$ cat config.mk
export PLATFORM = sky130hd
export DESIGN_NAME = bus_timer_responder
export DESIGN_NICKNAME = d
export VERILOG_FILES = /design/src/rtl/bus_timer_responder_pkg.sv /design/src/rtl/bus_timer_responder_prescaler.sv /design/src/rtl/bus_timer_responder.sv
export SDC_FILE = /design/constraint.sdc
export NUM_CORES = 1
export LEC_CHECK = 0
export CAP_MARGIN = 20
export CORE_MARGIN = 3
export CORE_UTILIZATION = 45
export CTS_BUF_LIST = sky130_fd_sc_hd__clkbuf_2
export CTS_CLUSTER_DIAMETER = 200
export CTS_CLUSTER_SIZE = 20
export DETAILED_ROUTE_END_ITERATION = 12
export PLACE_DENSITY = 0.7
export SLEW_MARGIN = 30
export SYNTH_ARGS = -nofsm -noshare
export SYNTH_HDL_FRONTEND = slang
export SYNTH_SLANG_ARGS = --single-unit
$ cat constraint.sdc
create_clock -name clk -period 1.9 [get_ports clk]
set_input_delay 0.38 -clock clk [delete_from_list [all_inputs] [get_ports clk]]
set_output_delay 0.38 -clock clk [all_outputs]
set_load 0.05 [all_outputs]
$ cat src/rtl/bus_timer_responder_pkg.sv
// bus_timer_responder_pkg: register offsets, CTRL field positions and timer states
package bus_timer_responder_pkg;
  localparam logic [1:0] OFF_CTRL    = 2'd0;
  localparam logic [1:0] OFF_COUNT   = 2'd1;
  localparam logic [1:0] OFF_COMPARE = 2'd2;
  localparam logic [1:0] OFF_STATUS  = 2'd3;
  localparam int CTRL_EN           = 0;
  localparam int CTRL_AUTO_RELOAD  = 1;
  localparam int CTRL_IRQ_EN       = 2;
  localparam int CTRL_PRESCALE_LSB = 8;
  localparam int CTRL_PRESCALE_MSB = 15;
  localparam int STATUS_MATCH      = 0;
  typedef enum logic [1:0] {ST_IDLE, ST_RUN, ST_EXPIRED} state_e;
endpackage

$ cat src/rtl/bus_timer_responder_prescaler.sv
// timer_prescaler: issues a one-cycle tick every prescale+1 enabled cycles
module timer_prescaler (
  input  logic       clk,
  input  logic       rst,
  input  logic       en,
  input  logic [7:0] prescale,
  output logic       tick
);
  logic [7:0] pcnt_q, pcnt_d;
  always_comb begin
    tick   = en && (pcnt_q == prescale);
    pcnt_d = (en && !tick) ? pcnt_q + 8'd1 : 8'd0;
  end
  always_ff @(posedge clk) begin
    if (!rst) pcnt_q <= 8'd0;
    else pcnt_q <= pcnt_d;
  end
endmodule

$ cat src/rtl/bus_timer_responder.sv
// bus_timer_responder: 4-word memory-mapped timer with compare match, auto-reload and irq
module bus_timer_responder
  import bus_timer_responder_pkg::*;
#(
  parameter int A_SIZE = 10,
  parameter int D_SIZE = 32,
  parameter logic [A_SIZE-1:0] BASE = 10'h3F0
) (
  input  logic              clk,
  input  logic              rst,
  input  logic              read,
  input  logic              write,
  input  logic [A_SIZE-1:0] address,
  input  logic [D_SIZE-1:0] data_input,
  output logic [D_SIZE-1:0] data_output,
  output logic              hit,
  output logic              irq
);
  logic en_q, en_d, ar_q, ar_d, ie_q, ie_d, match_q, match_d, irq_q, irq_d;
  logic [7:0] pre_q, pre_d;
  logic [D_SIZE-1:0] count_q, count_d, cmp_q, cmp_d, ctrl_rd;
  state_e state_q, state_d;
  logic tick, step, fire, wr;
  logic [1:0] off;

  timer_prescaler u_prescaler (
    .clk      (clk),
    .rst      (rst),
    .en       (en_q),
    .prescale (pre_q),
    .tick     (tick)
  );

  always_comb begin
    hit  = address[A_SIZE-1:2] == BASE[A_SIZE-1:2];
    off  = address[1:0];
    wr   = write && hit;
    step = (state_q == ST_RUN) && tick;
    fire = step && (count_q == cmp_q);
    en_d = en_q;
    ar_d = ar_q;
    ie_d = ie_q;
    pre_d = pre_q;
    cmp_d = cmp_q;
    state_d = state_q;
    irq_d = match_q && ie_q;
    // a hardware set is applied after the software clear so it wins
    match_d = (wr && off == OFF_STATUS && data_input[STATUS_MATCH]) ? 1'b0 : match_q;
    count_d = step ? count_q + D_SIZE'(1) : count_q;
    if (fire) begin
      match_d = 1'b1;
      count_d = ar_q ? '0 : count_q;
      en_d    = ar_q;
      state_d = ar_q ? ST_RUN : ST_EXPIRED;
    end
    if (wr && off == OFF_CTRL) begin
      en_d    = data_input[CTRL_EN];
      ar_d    = data_input[CTRL_AUTO_RELOAD];
      ie_d    = data_input[CTRL_IRQ_EN];
      pre_d   = data_input[CTRL_PRESCALE_MSB:CTRL_PRESCALE_LSB];
      state_d = data_input[CTRL_EN] ? ST_RUN : ST_IDLE;
    end
    if (wr && off == OFF_COUNT) count_d = data_input;
    if (wr && off == OFF_COMPARE) cmp_d = data_input;
    ctrl_rd = '0;
    ctrl_rd[CTRL_EN] = en_q;
    ctrl_rd[CTRL_AUTO_RELOAD] = ar_q;
    ctrl_rd[CTRL_IRQ_EN] = ie_q;
    ctrl_rd[CTRL_PRESCALE_MSB:CTRL_PRESCALE_LSB] = pre_q;
    data_output = !(read && hit) ? '0 :
                  off == OFF_CTRL    ? ctrl_rd :
                  off == OFF_COUNT   ? count_q :
                  off == OFF_COMPARE ? cmp_q : D_SIZE'(match_q);
    irq = irq_q;
  end

  always_ff @(posedge clk) begin
    if (!rst) begin
      en_q    <= 1'b0;
      ar_q    <= 1'b0;
      ie_q    <= 1'b0;
      pre_q   <= 8'd0;
      count_q <= '0;
      cmp_q   <= '0;
      match_q <= 1'b0;
      irq_q   <= 1'b0;
      state_q <= ST_IDLE;
    end else begin
      en_q    <= en_d;
      ar_q    <= ar_d;
      ie_q    <= ie_d;
      pre_q   <= pre_d;
      count_q <= count_d;
      cmp_q   <= cmp_d;
      match_q <= match_d;
      irq_q   <= irq_d;
      state_q <= state_d;
    end
  end
endmodule

Word-level counts from Yosys, hierarchy flattened
Cells that the tools add are included.
{"block": "totals", "reg_bits": 87, "output_inout_bits": 34, "word_cells": 55, "in_bits": 46}
{"block": "op_classes", "muxes": 16, "addsub": 2, "n_eq_ne": 8, "reduce_logical": 19}
{"cell": "2-to-1 mux 32 bit", "count": 8}
{"cell": "adder 32 x 1 -> 32 bit, second input constant", "count": 1}
{"cell": "equality test 32 bit", "count": 1}
{"cell": "logical AND 1 bit", "count": 12}
{"cell": "adder 8 x 1 -> 8 bit, second input constant", "count": 1}
{"cell": "equality test 8 bit", "count": 1}
{"cell": "equality test 8 bit, second input constant", "count": 1}
{"cell": "2-to-1 mux 2 bit", "count": 3}
{"cell": "2-to-1 mux 1 bit", "count": 5}
{"cell": "equality test 2 x 1 -> 1 bit, second input constant", "count": 2}
{"cell": "equality test 2 bit, second input constant", "count": 2}
{"cell": "AND reduction 2 bit", "count": 2}
{"cell": "nonzero test 2 bit", "count": 2}
{"cell": "!= test 3 x 2 -> 1 bit, second input constant", "count": 1}
{"cell": "nonzero test 3 bit", "count": 1}
{"cell": "zero test 2 bit", "count": 1}
{"cell": "zero test 1 bit", "count": 1}

Depth between registers and ports, before layout
{"block": "depth", "word_depth": 6, "mapped_depth": 9, "ltp_nobuf": 8}

By module
A second synthesis with hierarchy kept.
{"block": "unflattened", "hier_cells": 702, "hier_area_um2": 5410.2}
{"module": "bus_timer_responder", "cells_each": 656, "seq_area_each_um2": 1561.5, "instances": 1, "area_each_um2": 4939.7}
{"module": "timer_prescaler", "cells_each": 46, "seq_area_each_um2": 160.2, "instances": 1, "area_each_um2": 470.5}

Worst setup path after synthesis
OpenSTA, ideal clock, no wires.
{"block": "synth_path", "path_kind": "input to output", "startpoint": "input port address[8]", "endpoint": "output port data_output[10]", "required_time_ns": 1.520, "path_buffers": 1, "t_arrival_ns": 2.432, "stages": 5, "path_slack_ns": -0.912, "path_cell_list": "nand4_1 > nor4_4 > nand2_1 > clkbuf_1 > nor2_1"}
{"block": "synth_between", "elab_chain_len": 3}
{"item": "start: declaration", "line_no": "bus_timer_responder.sv:13", "text": "input logic [A_SIZE-1:0] address,"}
{"item": "equality test 8 bit", "line_no": "bus_timer_responder.sv:35", "text": "hit = address[A_SIZE-1:2] == BASE[A_SIZE-1:2];"}
{"item": "net hit", "line_no": "bus_timer_responder.sv:16", "text": "output logic hit,"}
{"item": "logical AND 1 bit", "line_no": "bus_timer_responder.sv:70", "text": "data_output = !(read && hit) ? '0 :"}
{"item": "2-to-1 mux 32 bit", "line_no": "bus_timer_responder.sv:70"}
{"item": "end: declaration", "line_no": "bus_timer_responder.sv:15", "text": "output logic [D_SIZE-1:0] data_output,"}
The timed path passes the listed nets, and every way through them passes these cells.

Worst setup path after layout
{"block": "layout_path", "startpoint": "register count_q[27]", "endpoint": "register count_q[17]"}
{"block": "layout_between", "elab_chain_len": 4, "word_cells_on_any_way": 7, "cone_classes": "eq/ne (2); mux (2); reduce/logical (3)"}
{"item": "start: declaration", "line_no": "bus_timer_responder.sv:21", "text": "logic [D_SIZE-1:0] count_q, count_d, cmp_q, cmp_d, ctrl_rd;"}
{"item": "start signal: assignment", "line_no": "bus_timer_responder.sv:93", "text": "count_q <= count_d;"}
{"item": "equality test 32 bit (*)", "line_no": "bus_timer_responder.sv:39", "text": "fire = step && (count_q == cmp_q);"}
{"item": "logical AND 1 bit (*)", "line_no": "bus_timer_responder.sv:39"}
{"item": "!= test 3 x 2 -> 1 bit (no source line), or another cell as far along"}
{"item": "AND reduction 2 bit (no source line) or 2-to-1 mux 32 bit (tied branches)"}
Mark *: on every way between the ends. The rest lies on a longest branch, timed or not.
A chain may end at the register's enable or synchronous reset.

==> flow_summary.ini <==
[layout]
final_util_pct = 82.07
nets = 966
diodes = 0
syn_to_final_growth_pct = 75.39
finalNonFillerCells = 1063
layout-drive-gt1-share_pct = 50.60

[route]
drtPass1Iterations = 5
drc = 0
via_count = 6404
detail-route-antenna-nets = 0
drtIter0Drc = 605
wl_per_cell_um = 20.99
wirelength_mm = 22.31
viasPerCell = 6.024

[worst_hold_path]
hold_class = primary input to flip-flop
min_from = data_input[22]

[floorplanning]
coreArea_um2 = 11030
pin_count = 80
initial_core_util_pct = 46.79
num_rows = 38
dieArea_um2 = 12790
dieWidth_um = 113.1
fp.dieH_um = 113.1

[synthesis]
synth_cells = 685
syn_nets = 733
syn_area_um2 = 5161
synth_seq_area_share_pct = 33.36
synth-main-ff-cell = dfxtp_1
syn_avg_cell_area_um2 = 7.535
synth-edff-count = 0
ys_ff_latch = 86
synthDistinctLibCells = 58
postSynth.asyncResetShare_pct = 0
yosys_warnings = 0

[clock_tree]
clk_pin_slew_ps = 270
clock_path_buffers = 2
clock_sinks = 86
clk_latency_ps = 580
cts_buffers = 9
clock_tree.root_cell = clkbuf_2
htreeDepth = 3
cts_tree = yes
cts_hold_buf = 0

[setup_path]
arrival_ps = 2790
crit_path_end_kind = flip-flop
worst-path-max-fanout = 5
critPathKind = flip-flop to flip-flop
crit-reg2reg-launch = count_q[27]
cp-startpoint = count_q[27]
cp-start-kind = flip-flop
crit_required_ps = 2410

[placed_design]
portBuffers = 79
gp_congestion = 0.9416
preCtsSetupSlack_ps = -593.3
dp_cells = 1008
hpwl_mm = 14.18

[global_routing]
grt_pass1_wl_mm = 34.27
grt_pass1_vias = 6499
grt_max_degree = 44
grt_use_total_pct = 33.70
overflow = 0
antenna_found_initial = 0

[sta]
finalSetupViolCount = 67
finalClockSkew_ps = 29.18
fin_setup_tns_ps = -15860
rsz0062_at_grt = yes
post-route-worst-setup-slack_ps = -373.5
finalCriticalPeriod_ps = 2273
finalHoldViolCount = 0
tightest_slew_ps = 542.7
fmax_mhz = 439.9
finalCritPeriodShare_pct = 119.7
max-slew-margin-rel_pct = 63.82
drv_slew = 0

[power]
p_leak_nw = 3.589
vdd_drop_max_v = 0.0002744
power.density_nw_per_um2 = 382.6

[flow_run]
drv_cap = 0

[outcome]
status = finished, violations left
violations = negative setup slack
synth_stat cells (5+ instances only):
library cell	instances	area (um2)
o21ai_0	19	95.09
clkbuf_1	33	123.9
buf_6	8	90.09
a21oi_1	90	450.4
or3_1	5	31.28
nor2_1	69	259.0
buf_2	11	55.05
a22oi_1	27	202.7
nor4_1	11	68.82
nand4_1	7	43.79
and3_1	15	93.84
nand2_1	107	401.6
mux2i_1	16	160.2
xnor2_1	5	43.79
a31oi_1	6	37.54
o211a_1	6	60.06
inv_1	5	18.77
nand3_1	36	180.2
dfxtp_1	86	1722
xor2_1	48	420.4
nor3_1	14	70.07
flip-flops by register name, indices dropped and copies added (netlist names), 2 cells and up:
register and cells:
state_q 2, pre_q 8, count_q 32, cmp_q 32
u_prescaler.pcnt_q 8
layout by cell type, fill, tap and decap left out, drive strengths merged, types with 9 or more instances in the layout:
cell type / instances
a21oi: 90
nand3: 36
nor2: 72
buf: 241
xor2: 48
nor4: 15
o21ai: 22
dfxtp: 86
nor3: 14
clkdlybuf4s50: 34
clkbuf: 9
a22oi: 27
mux2i: 16
nand2: 108
and3: 17
repair_timing:
item,in CTS,in global routing
buffers inserted,34,10
pin swaps,80,50
cloned,4,0
gates resized for setup,244,64
setup endpoints to repair,69,67
cell type report:
class                           instances  area, um2
Clock buffer                            9      45.04
Clock inverter                          7      88.84
Fill cell                             658       1978
Inverter                                6      22.52
Multi-Input combinational cell        536       4004
Sequential cell                        86       1783
Tap cell                              140      175.2
Timing Repair Buffer                  279       2934
report_power, final:
part           total (mW)  internal [mW]  switching, mW  leakage [nW]
combinational       0.530          0.262          0.268          2.80
clock                1.12          0.424          0.692        0.0753
sequential           1.82           1.81        0.00565         0.717
worst max-delay path, stage by stage, from the launching register on:
cell and delay (ps):
dfxtp_2 390, xor2_2 180, nor4_2 290, buf_4 150, nand4_1 110, buf_6 170, buf_12 120, nor2_4 180
buf_6 140, mux2i_1 180, o21ai_1 100, a211oi_2 210
stage by stage:
step	instance area (um2)	power, mW	hold slack (ps)
final	9052	3.464	342.5
after detailed placement	7606	2.234	466.2
after floorplan	5388	2.005	435.6
after CTS	8860	3.403	347.5
after global placement	7606	2.230	468.4
after global routing	9052	3.537	326.4
path summary, 6_finish.rpt:
path | cells after the start | end | slack (ps)
worst max-delay path | 11 | count_q[17] | -370
worst min-delay path | 3 | cmp_q[22] | 340
worst max register to register | 11 | count_q[17] | -370
worst min register to register | 2 | ie_q | 510
metal layers:
metal	global-route usage [%]	wire length, um	vias to the layer above
li1	-	-	2858
met1	41.27	8542	3074
met2	57.98	10960	369
met3	6.471	1709	103
met4	13.86	1095	0
met5	0	0	-
cell families (layout without fill, tap and decap cells):
| family | after synthesis | in the layout | share of synthesized area (%) |
|---|---|---|---|
| DFF | 86 | 86 | 33.36 |
| AOI/OAI and AO/OA | 168 | 168 | 19.54 |
| buffers and inverters | 64 | 301 | 6.497 |
| xor gates and xnor gates | 53 | 53 | 8.994 |
| and+or+nand+nor | 295 | 296 | 27.59 |
| adders and majority gates | 2 | 2 | 0.4848 |
| muxes | 17 | 17 | 3.539 |
No activity file was read; power rests on OpenSTA's default activity.
